<file path="config.mk">
export PLATFORM = sky130hd
export DESIGN_NAME = imem_fetch_ctrl
export DESIGN_NICKNAME = d
export VERILOG_FILES = /design/src/rtl/imem_fetch_ctrl_pkg.sv /design/src/rtl/imem_fetch_ctrl_fetch_queue.sv /design/src/rtl/imem_fetch_ctrl.sv
export SDC_FILE = /design/constraint.sdc
export NUM_CORES = 1
export LEC_CHECK = 0
export BUFFER_PORTS_ARGS = -buffer_cell sky130_fd_sc_hd__buf_4
export CELL_PAD_IN_SITES_DETAIL_PLACEMENT = 1
export CELL_PAD_IN_SITES_GLOBAL_PLACEMENT = 1
export CORE_MARGIN = 2
export CORE_UTILIZATION = 43
export DETAILED_ROUTE_END_ITERATION = 8
export HOLD_SLACK_MARGIN = 0.03
export PLACE_DENSITY_LB_ADDON = 0.12
export REMOVE_ABC_BUFFERS = 1
export SETUP_SLACK_MARGIN = 0.05
export SYNTH_ARGS = -nofsm -noshare
export SYNTH_HDL_FRONTEND = slang
export SYNTH_SLANG_ARGS = --single-unit
</file>
<file path="constraint.sdc">
create_clock -name clock -period 6.3 [get_ports clock]
set_input_delay 1.26 -clock clock [delete_from_list [all_inputs] [get_ports clock]]
set_output_delay 1.26 -clock clock [all_outputs]
set_load 0.05 [all_outputs]
</file>
<file path="src/rtl/imem_fetch_ctrl_pkg.sv">
// Shared types and constants for the instruction fetch controller.
//   fetch_entry_t : one prefetch queue entry {pc, instr, fault}
//   fetch_state_t : fetch state machine encoding
//   NOP_INSTR     : instruction substituted for faulted fetches and idle output
//   PC_STEP       : sequential fetch increment (one 32-bit word)
package imem_fetch_ctrl_pkg;

    typedef struct packed {
        logic [31:0] pc;
        logic [31:0] instr;
        logic        fault;
    } fetch_entry_t;

    typedef enum logic {
        FETCH_RUN     = 1'b0,
        FETCH_FAULTED = 1'b1
    } fetch_state_t;

    localparam logic [31:0] NOP_INSTR = 32'h0000_0013;
    localparam logic [31:0] PC_STEP   = 32'h0000_0004;

endpackage

</file>
<file path="src/rtl/imem_fetch_ctrl_fetch_queue.sv">
// Small FIFO of fetch entries between the fetch stage and decode.
// Ports:
//   clock, reset     : clock and asynchronous active-high reset
//   push, push_entry : enqueue request and data (ignored when full unless popping)
//   pop              : dequeue the head (ignored when empty)
//   flush            : synchronous clear of both pointers, overrides push/pop
//   full, empty      : occupancy status
//   head             : entry at the read pointer (meaningful only when !empty)
// Pointers carry one extra wrap bit so full and empty are distinguishable
// when the index bits match.
module imem_fetch_ctrl_fetch_queue
    import imem_fetch_ctrl_pkg::*;
#(
    parameter int DEPTH = 2
) (
    input  logic         clock,
    input  logic         reset,
    input  logic         push,
    input  logic         pop,
    input  logic         flush,
    input  fetch_entry_t push_entry,
    output logic         full,
    output logic         empty,
    output fetch_entry_t head
);

    localparam int AW = $clog2(DEPTH);
    localparam logic [AW:0] PTR_ONE = {{AW{1'b0}}, 1'b1};

    logic [AW:0]  wr_ptr_r;
    logic [AW:0]  rd_ptr_r;
    fetch_entry_t store_r [DEPTH];
    logic         do_push_s;
    logic         do_pop_s;

    assign empty = (wr_ptr_r == rd_ptr_r);
    assign full  = (wr_ptr_r[AW] != rd_ptr_r[AW]) &&
                   (wr_ptr_r[AW-1:0] == rd_ptr_r[AW-1:0]);
    assign head  = store_r[rd_ptr_r[AW-1:0]];

    // A push into a full queue is accepted only when the head leaves in the same cycle.
    always_comb begin
        do_push_s = 1'b0;
        do_pop_s  = 1'b0;
        if (flush) begin
            do_push_s = 1'b0;
            do_pop_s  = 1'b0;
        end else begin
            do_pop_s  = pop && !empty;
            do_push_s = push && (!full || do_pop_s);
        end
    end

    // Read/write pointer update; flush empties the queue.
    always_ff @(posedge clock or posedge reset) begin
        if (reset) begin
            wr_ptr_r <= {(AW+1){1'b0}};
            rd_ptr_r <= {(AW+1){1'b0}};
        end else if (flush) begin
            wr_ptr_r <= {(AW+1){1'b0}};
            rd_ptr_r <= {(AW+1){1'b0}};
        end else begin
            if (do_push_s) begin
                wr_ptr_r <= wr_ptr_r + PTR_ONE;
            end
            if (do_pop_s) begin
                rd_ptr_r <= rd_ptr_r + PTR_ONE;
            end
        end
    end

    // Entry storage; cleared on reset so the head never exposes stale data.
    always_ff @(posedge clock or posedge reset) begin
        if (reset) begin
            for (int i = 0; i < DEPTH; i++) begin
                store_r[i] <= '{pc: 32'h0000_0000, instr: NOP_INSTR, fault: 1'b0};
            end
        end else if (do_push_s) begin
            store_r[wr_ptr_r[AW-1:0]] <= push_entry;
        end
    end

endmodule

</file>
<file path="src/rtl/imem_fetch_ctrl.sv">
// Instruction fetch controller for the CPU front end.
// Holds the fetch PC, addresses the combinational instruction memory every
// cycle, and queues {pc, instr, fault} entries for decode.
// Ports:
//   clock, reset               : clock and asynchronous active-high reset
//   imem_address               : memory address, always equal to the fetch PC
//   imem_data, imem_valid      : same-cycle memory response (valid = aligned hit)
//   halt                       : suppress new fetches; queue keeps draining
//   redirect_valid/redirect_pc : flush queue and restart fetch at redirect_pc
//   out_valid/out_ready        : decode handshake on the queue head
//   out_pc/out_instr/out_fault : head entry (reset values when empty)
//   busy                       : fetching and not halted
module imem_fetch_ctrl
    import imem_fetch_ctrl_pkg::*;
#(
    parameter logic [31:0] RESET_PC    = 32'h8000_0000,
    parameter int          QUEUE_DEPTH = 2
) (
    input  logic        clock,
    input  logic        reset,
    output logic [31:0] imem_address,
    input  logic [31:0] imem_data,
    input  logic        imem_valid,
    input  logic        halt,
    input  logic        redirect_valid,
    input  logic [31:0] redirect_pc,
    output logic        out_valid,
    input  logic        out_ready,
    output logic [31:0] out_pc,
    output logic [31:0] out_instr,
    output logic        out_fault,
    output logic        busy
);

    logic [31:0]  pc_r;
    logic [31:0]  pc_next_s;
    fetch_state_t state_r;
    fetch_state_t state_next_s;
    logic         push_s;
    logic         pop_s;
    logic         q_full_s;
    logic         q_empty_s;
    fetch_entry_t q_head_s;
    fetch_entry_t push_entry_s;

    imem_fetch_ctrl_fetch_queue #(
        .DEPTH (QUEUE_DEPTH)
    ) u_queue (
        .clock      (clock),
        .reset      (reset),
        .push       (push_s),
        .pop        (pop_s),
        .flush      (redirect_valid),
        .push_entry (push_entry_s),
        .full       (q_full_s),
        .empty      (q_empty_s),
        .head       (q_head_s)
    );

    assign imem_address = pc_r;

    // Handshake and push decision; a redirect cycle neither pushes nor pops.
    always_comb begin
        pop_s        = 1'b0;
        push_s       = 1'b0;
        push_entry_s = '{pc: pc_r, instr: NOP_INSTR, fault: 1'b1};
        if (redirect_valid) begin
            pop_s  = 1'b0;
            push_s = 1'b0;
        end else begin
            pop_s  = !q_empty_s && out_ready;
            push_s = (state_r == FETCH_RUN) && !halt && (!q_full_s || pop_s);
        end
        if (imem_valid) begin
            push_entry_s = '{pc: pc_r, instr: imem_data, fault: 1'b0};
        end else begin
            push_entry_s = '{pc: pc_r, instr: NOP_INSTR, fault: 1'b1};
        end
    end

    // Next PC and fetch state; a miss parks the PC on the faulting address.
    always_comb begin
        state_next_s = state_r;
        pc_next_s    = pc_r;
        if (redirect_valid) begin
            pc_next_s    = redirect_pc;
            state_next_s = FETCH_RUN;
        end else begin
            case (state_r)
                FETCH_RUN: begin
                    if (push_s && imem_valid) begin
                        pc_next_s = pc_r + PC_STEP;
                    end else if (push_s) begin
                        state_next_s = FETCH_FAULTED;
                    end else begin
                        pc_next_s = pc_r;
                    end
                end
                FETCH_FAULTED: begin
                    state_next_s = FETCH_FAULTED;
                end
                default: begin
                    state_next_s = FETCH_FAULTED;
                end
            endcase
        end
    end

    // PC and state registers.
    always_ff @(posedge clock or posedge reset) begin
        if (reset) begin
            pc_r    <= RESET_PC;
            state_r <= FETCH_RUN;
        end else begin
            pc_r    <= pc_next_s;
            state_r <= state_next_s;
        end
    end

    // Present the queue head, falling back to idle values when empty.
    always_comb begin
        out_valid = !q_empty_s;
        out_pc    = 32'h0000_0000;
        out_instr = NOP_INSTR;
        out_fault = 1'b0;
        if (!q_empty_s) begin
            out_pc    = q_head_s.pc;
            out_instr = q_head_s.instr;
            out_fault = q_head_s.fault;
        end else begin
            out_pc    = 32'h0000_0000;
            out_instr = NOP_INSTR;
            out_fault = 1'b0;
        end
    end

    // busy is forced low while reset is held, whatever the halt input does.
    assign busy = (state_r == FETCH_RUN) && !halt && !reset;

endmodule

</file>
After elaboration in Yosys (flattened, before gate mapping):

Index checks and enable logic that the tools add are counted.

* input port bits: 70
* word-level logic and storage cells: 67
* register bits: 167

* eq/ne operators: 4
* $lt $le $gt $ge: 3
* mux-type cells: 25
* bitwise gates (word level): 3
* reduce and logical (&&, ||, !) cells: 19
* $add $sub $neg: 3

Operator list (number)
* two-way mux 65 bit: 4
* two-way mux 32 bit: 5
* bitwise mux 130 bit: 1
* demux 65 bit (select 1 bit): 1
* two-way mux 33 bit: 1
* adder 32 x 3 -> 32 bit (second input constant): 1
* logical AND 1 bit: 9
* two-way mux 1 bit: 8
* two-way mux 2 bit: 4
* nonzero test 2 bit: 3
* adder 2 x 1 -> 2 bit (second input constant): 2
* >= comparator 2 bit (second input constant): 2
* logical NOT 1 bit: 4
* inverter 1 -> 2 bit: 2
* == test 2 bit: 1
* logical OR 1 bit: 2
* < comparator 2 x 1 -> 1 bit (second input constant): 1
* inequality test 2 bit (second input constant): 1
* case mux 1 bit (2 select lines): 1
* AND reduction 2 bit: 1
* == test 1 bit: 1
* inequality test 1 bit: 1
* inverter 1 bit: 1

Depth between registers and ports, before layout:

* word-level depth: 10
* gate-level depth with buffers: 8

Cells and area by module:

From an unflattened synthesis, not the netlist that was laid out.

* cell total of the unflattened synthesis: 726
* area, all modules: 8713.4 µm²

Modules (own cells, without submodules)
* imem_fetch_ctrl_fetch_queue: cells an instance 379, times used 1, area each 5930.7 µm², sequential area each 3360.7 µm²
* imem_fetch_ctrl: cells an instance 347, times used 1, area each 2782.7 µm², sequential area each 827.0 µm²

Least setup slack after synthesis:

OpenSTA, ideal clock, no wires.

* path kind: input -> output
* start: input halt
* end: output busy
* path slack: 2.846 ns
* stages on the path: 2
* data arrival time: 2.194 ns
* cell sequence: or2_2 -> nor2_1

* longest elaborated chain between the ends: 3

Ends and longest elaborated chain
* from (decl): RTL line imem_fetch_ctrl.sv:24 `input logic halt,`
* logical NOT 1 bit: RTL line imem_fetch_ctrl.sv:138 `assign busy = (state_r == FETCH_RUN) && !halt && !reset;`
* logical AND 1 bit (2 in series): RTL line imem_fetch_ctrl.sv:138
* to (decl): RTL line imem_fetch_ctrl.sv:32 `output logic busy`

No other way between the ends.

Final worst setup path:

* start: register u_queue.rd_ptr_r[0]
* end: output out_instr[19]

* longest elaborated chain between the ends: 5
* elaborated cells on any way between the ends: 6
* those cells by class: 1 x eq/ne; 4 x mux; 1 x bitwise

Ends and longest elaborated chain
* from (decl): RTL line imem_fetch_ctrl_fetch_queue.sv:31 `logic [AW:0] rd_ptr_r;`
* from (signal assigned): RTL line imem_fetch_ctrl_fetch_queue.sv:58 `rd_ptr_r <= {(AW+1){1'b0}};`
* from (signal assigned): RTL line imem_fetch_ctrl_fetch_queue.sv:61 `rd_ptr_r <= {(AW+1){1'b0}};`
* from (signal assigned): RTL line imem_fetch_ctrl_fetch_queue.sv:67 `rd_ptr_r <= rd_ptr_r + PTR_ONE;`
* inverter 1 -> 2 bit (not written as such): RTL line imem_fetch_ctrl_fetch_queue.sv:39 `assign head = store_r[rd_ptr_r[AW-1:0]];`
* two-way mux 65 bit (not written as such) (3 in series): RTL line imem_fetch_ctrl_fetch_queue.sv:39
* two-way mux 32 bit (*): RTL line imem_fetch_ctrl.sv:126 `if (!q_empty_s) begin`
* to (decl): RTL line imem_fetch_ctrl.sv:30 `output logic [31:0] out_instr,`

Mark *: on every way between the ends. The rest lies on a longest branch, timed or not. The select of a mux whose other input is x is not followed.

==> results <==
- The aggregate global-route resource usage is 21.6%.
- Walking the worst path, the cells encountered are xor2_2 -> nor2_4 -> buf_4 -> nor2_1 -> buf_4.
- The post-synthesis instance area is 8180 um^2.
- The worst max-slew margin expressed relative to the limit is roughly 30%.
- The count of buffers added on input and output ports is 168.
- The post-placement worst setup slack is 2.32 ns.
- The average size of a mapped cell is 10.3 um^2.
- Of all flip-flops after synthesis, the portion carrying an async set or reset was 100%.
- The flow ran to the end, and the final reports show no timing, DRC or antenna violations.
- Of the cells placed in the final design, the portion with a size suffix greater than 1 is 30.8%.
- The number of max-slew violations in the final report came to 0.
- The library cell used as clock root buffer is sky130_fd_sc_hd__clkbuf_16.
- After synthesis the netlist holds a flip-flop and latch count of 167.
- The worst setup path is captured at a primary output.
- The final routed wirelength across all metal layers is 21.1 mm.
- For this run, the post-layout net count is 977.
- The minimum setup slack among reg-to-reg paths is 2.78 ns.
- The total core area is 18700 um^2.
- The library cell used most frequently in the layout, excluding fill and tap cells, is sky130_fd_sc_hd__buf_4.
- The clock net in this run drives a total of 167 sinks.
- The area of the die is 20200 um^2.
- The deepest clock path buffer count is 2.
- The pre-antenna-repair detailed-routing pass consisted of 4 iterations.
- Summed over all cells, the static leakage comes to 4.60 nW.
- For this configuration, the core starts out at a cell density of 43.8%.
- The busiest layer in global routing is met2.
- The number of enable-type register cells in the synthesized netlist is 0.
- The number of maximum-capacitance constraint violations is 0.
- The clock transition at the register clock pins on the worst setup and hold paths after CTS is approximately 0.06 ns.
- Global routing used 37.4% of the available met2 tracks.
- After technology mapping, the gate count stands at 795.
- TritonCTS built the clock tree.
- The library cell with the largest summed area after synthesis is sky130_fd_sc_hd__dfrtp_1.
- The number of global-route vias before repair is 6480.
- By area the synthesized netlist is led by sky130_fd_sc_hd__dfrtp_1, sky130_fd_sc_hd__mux2i_1, sky130_fd_sc_hd__nand2_1.
- The number of failing hold endpoints at the final stage came to 0.
- The maximum number of pins on one net before global-route repair is 116.
- The global routing met3 resource utilization is 2.99%.
- Buffers inserted to repair hold after CTS numbered 0.
- The number of DRC markers after the initial detailed-route iteration is 195.
- The highest achievable clock rate is 230 MHz.
- The total clock buffers created by CTS is 17.
- The chip width is 142 um.
- The kind of critical path is register to primary output.
- Summed over all layers, the global routing overflow is 0.
- The path type of the worst min-delay path is register to register.
- The number of warnings issued by yosys is 0.
- 0 antenna diodes ended up in the layout.
- For the pin with the worst max-slew slack, the measured transition is between 1 and 1.5 ns.
- Setup violations remaining at the end of the flow were counted as 0.
- The total vias in the final route is 6087.
- In this run, post-CTS repair resized a total of 0 instances.
- Of the synthesized area, sequential elements account for roughly half.
- Setup repair after global routing left no endpoint under its margin.
- The worst hold slack across all endpoints is 0.479 ns.
- The signed area change from the synthesized netlist to the final layout is 21.7%.
- The most used flip-flop cell after synthesis is sky130_fd_sc_hd__dfrtp_1.
- At the worst endpoint, the required time is a little over 5 ns.
- The global-route wire length before repair is 34.1 mm.
- In this run the post-CTS setup repair buffer count came out at 0.
- The initial antenna violation count is 0.
- The worst-case IR drop observed on VDD is just over 0.0002 V.
- The largest individual stage delay along the critical path comes from the cell sky130_fd_sc_hd__dfrtp_4.
- At the later pin of the worst-skew pair, clock insertion delay measures approximately 0.42 ns.
- The HPWL after detailed placement is around 14 mm.
- Data arrives at the worst endpoint at 3.10 ns.
- Of the available clock period, the critical path in the final layout requires just under 70%.
- The non-filler instance count after layout is about 1200.
- The highest net fanout along the worst path is 37.
- The worst clock skew on the final layout is 0.0114 ns.
- The number of placed instances, taps included, is between 1000 and 1500.
- Routability-driven placement finished with a final weighted congestion of 0.765.
- The cell that appears most often on the critical path is sky130_fd_sc_hd__buf_4.
- The count of nets left with antenna violations once routing finished came out at 0.
- The average detailed-routed wire length per instance is 18.3 um.
- The row count is 50.
- The worst path needs 4.36 ns of the cycle, external delays included.
- The library cells used most frequently in the layout, excluding fill and tap cells, are sky130_fd_sc_hd__buf_4, sky130_fd_sc_hd__dfrtp_1, sky130_fd_sc_hd__nand2_1.
- The element type at the critical path start is a register.
- The vertical die dimension is 142 um.
- The power after layout is 0.00439 W.
- For this design the top-level I/O count stands at 169.
- The worst setup slack after layout is a little under 2 ns.
- After synthesis, the netlist uses 36 different library cells.
- For this run, global-route usage on met1 was measured as 29.1%.
- The largest single stage delay on the critical path is 0.88 ns.
- Dividing total power by cell area gives a power density of around 440 nW/um^2.
- The synthesized design devotes to its leading area cell type roughly 49% of total area.
- Cells fill 53.3% of the core in the end.
- In this run the number of H-tree levels came out at 4.
- The number of DRC violations after detailed routing is 0.
- The mean number of vias per cell is 5.28.
==> synth_stat cells (2+ instances only) <==
| cell | n |
|---|---|
| sky130_fd_sc_hd__nand3_1 | 16 |
| sky130_fd_sc_hd__dfstp_2 | 7 |
| sky130_fd_sc_hd__nor3_1 | 11 |
| sky130_fd_sc_hd__clkbuf_1 | 35 |
| sky130_fd_sc_hd__nand4_1 | 5 |
| sky130_fd_sc_hd__buf_4 | 33 |
| sky130_fd_sc_hd__dfrtp_1 | 160 |
| sky130_fd_sc_hd__buf_1 | 5 |
| sky130_fd_sc_hd__nor2b_1 | 4 |
| sky130_fd_sc_hd__xor2_1 | 12 |
| sky130_fd_sc_hd__mux2_2 | 33 |
| sky130_fd_sc_hd__inv_1 | 5 |
| sky130_fd_sc_hd__nand2_1 | 136 |
| sky130_fd_sc_hd__and3_1 | 4 |
| sky130_fd_sc_hd__buf_6 | 3 |
| sky130_fd_sc_hd__nor2_1 | 75 |
| sky130_fd_sc_hd__nor4_1 | 3 |
| sky130_fd_sc_hd__and4_1 | 8 |
| sky130_fd_sc_hd__and2_1 | 2 |
| sky130_fd_sc_hd__mux2i_1 | 66 |
| sky130_fd_sc_hd__xnor2_1 | 23 |
| sky130_fd_sc_hd__o21ai_0 | 98 |
| sky130_fd_sc_hd__buf_2 | 8 |
| sky130_fd_sc_hd__nor3b_1 | 2 |
| sky130_fd_sc_hd__mux2_4 | 30 |
==> layout make-up <==
class	instances	area, um^2
Fill cell	2074	8740
Sequential cell	167	4190
Multi-Input combinational cell	539	3520
Timing Repair Buffer	176	1320
Clock buffer	21	460
Tap cell	234	293
Clock inverter	11	148
Inverter	5	23.8
==> worst max-delay path, delay by kind of cell, from the launching register on <==
family	cells	cell delay [ns]
flops	1	0.88
simple gates	2	0.82
xor+xnor	1	0.24
buf+inv	2	0.66
==> kinds of logic (layout without fill, tap and decap cells) <==
family / Yosys count / count (layout) / synth area share [%]
AOI/OAI and AO/OA: 102 / 102 / 6.36
muxes: 129 / 129 / 18.1
xor gates and xnor gates: 36 / 36 / 3.94
and+or+nand+nor: 271 / 271 / 14.3
adders and majority gates: 1 / 1 / 0.153
buffers and inverters: 89 / 213 / 5.99
DFF: 167 / 167 / 51.2
==> where the power goes <==
group / total [W] / switching (W) / internal [W]
sequential: 0.00164 / 0.000240 / 0.00140
clock: 0.00107 / 0.000426 / 0.000645
combinational: 0.00168 / 0.00107 / 0.000617
==> worst paths after layout <==
check                               startpoint                   end  depth (start not counted)
setup / recovery           u_queue.rd_ptr_r[0]         out_instr[19]                          5
hold / removal              u_queue.store_r[1]    u_queue.store_r[1]                          2
setup reg to reg           u_queue.rd_ptr_r[0]  u_queue.store_r[120]                          5
hold reg to reg             u_queue.store_r[1]    u_queue.store_r[1]                          2
max in group asynchronous                reset       imem_address[0]                          3
min in group asynchronous                reset   u_queue.store_r[42]                          2
==> sequential cells by signal (all words and copies together) (netlist names) <==
signal / cells
u_queue.rd_ptr_r: 2
u_queue.store_r: 130
imem_address: 32
u_queue.wr_ptr_r: 2
state_r: 1
==> per-layer routing <==
metal / vias to the layer above / wire length (um)
li1: 2857 / -
met1: 3071 / 9770
met2: 143 / 10500
met3: 16 / 718
met4: 0 / 172
met5: - / 0
==> through the flow <==
stage	TNS, ns	instance area [um^2]
final	0	9960
after global routing	0	9960
after CTS	0	9960
after detailed placement	0	9350
after global placement	0	9350
after floorplan	-25.15	7710
Note: power is estimated with default switching activity, not from simulation.
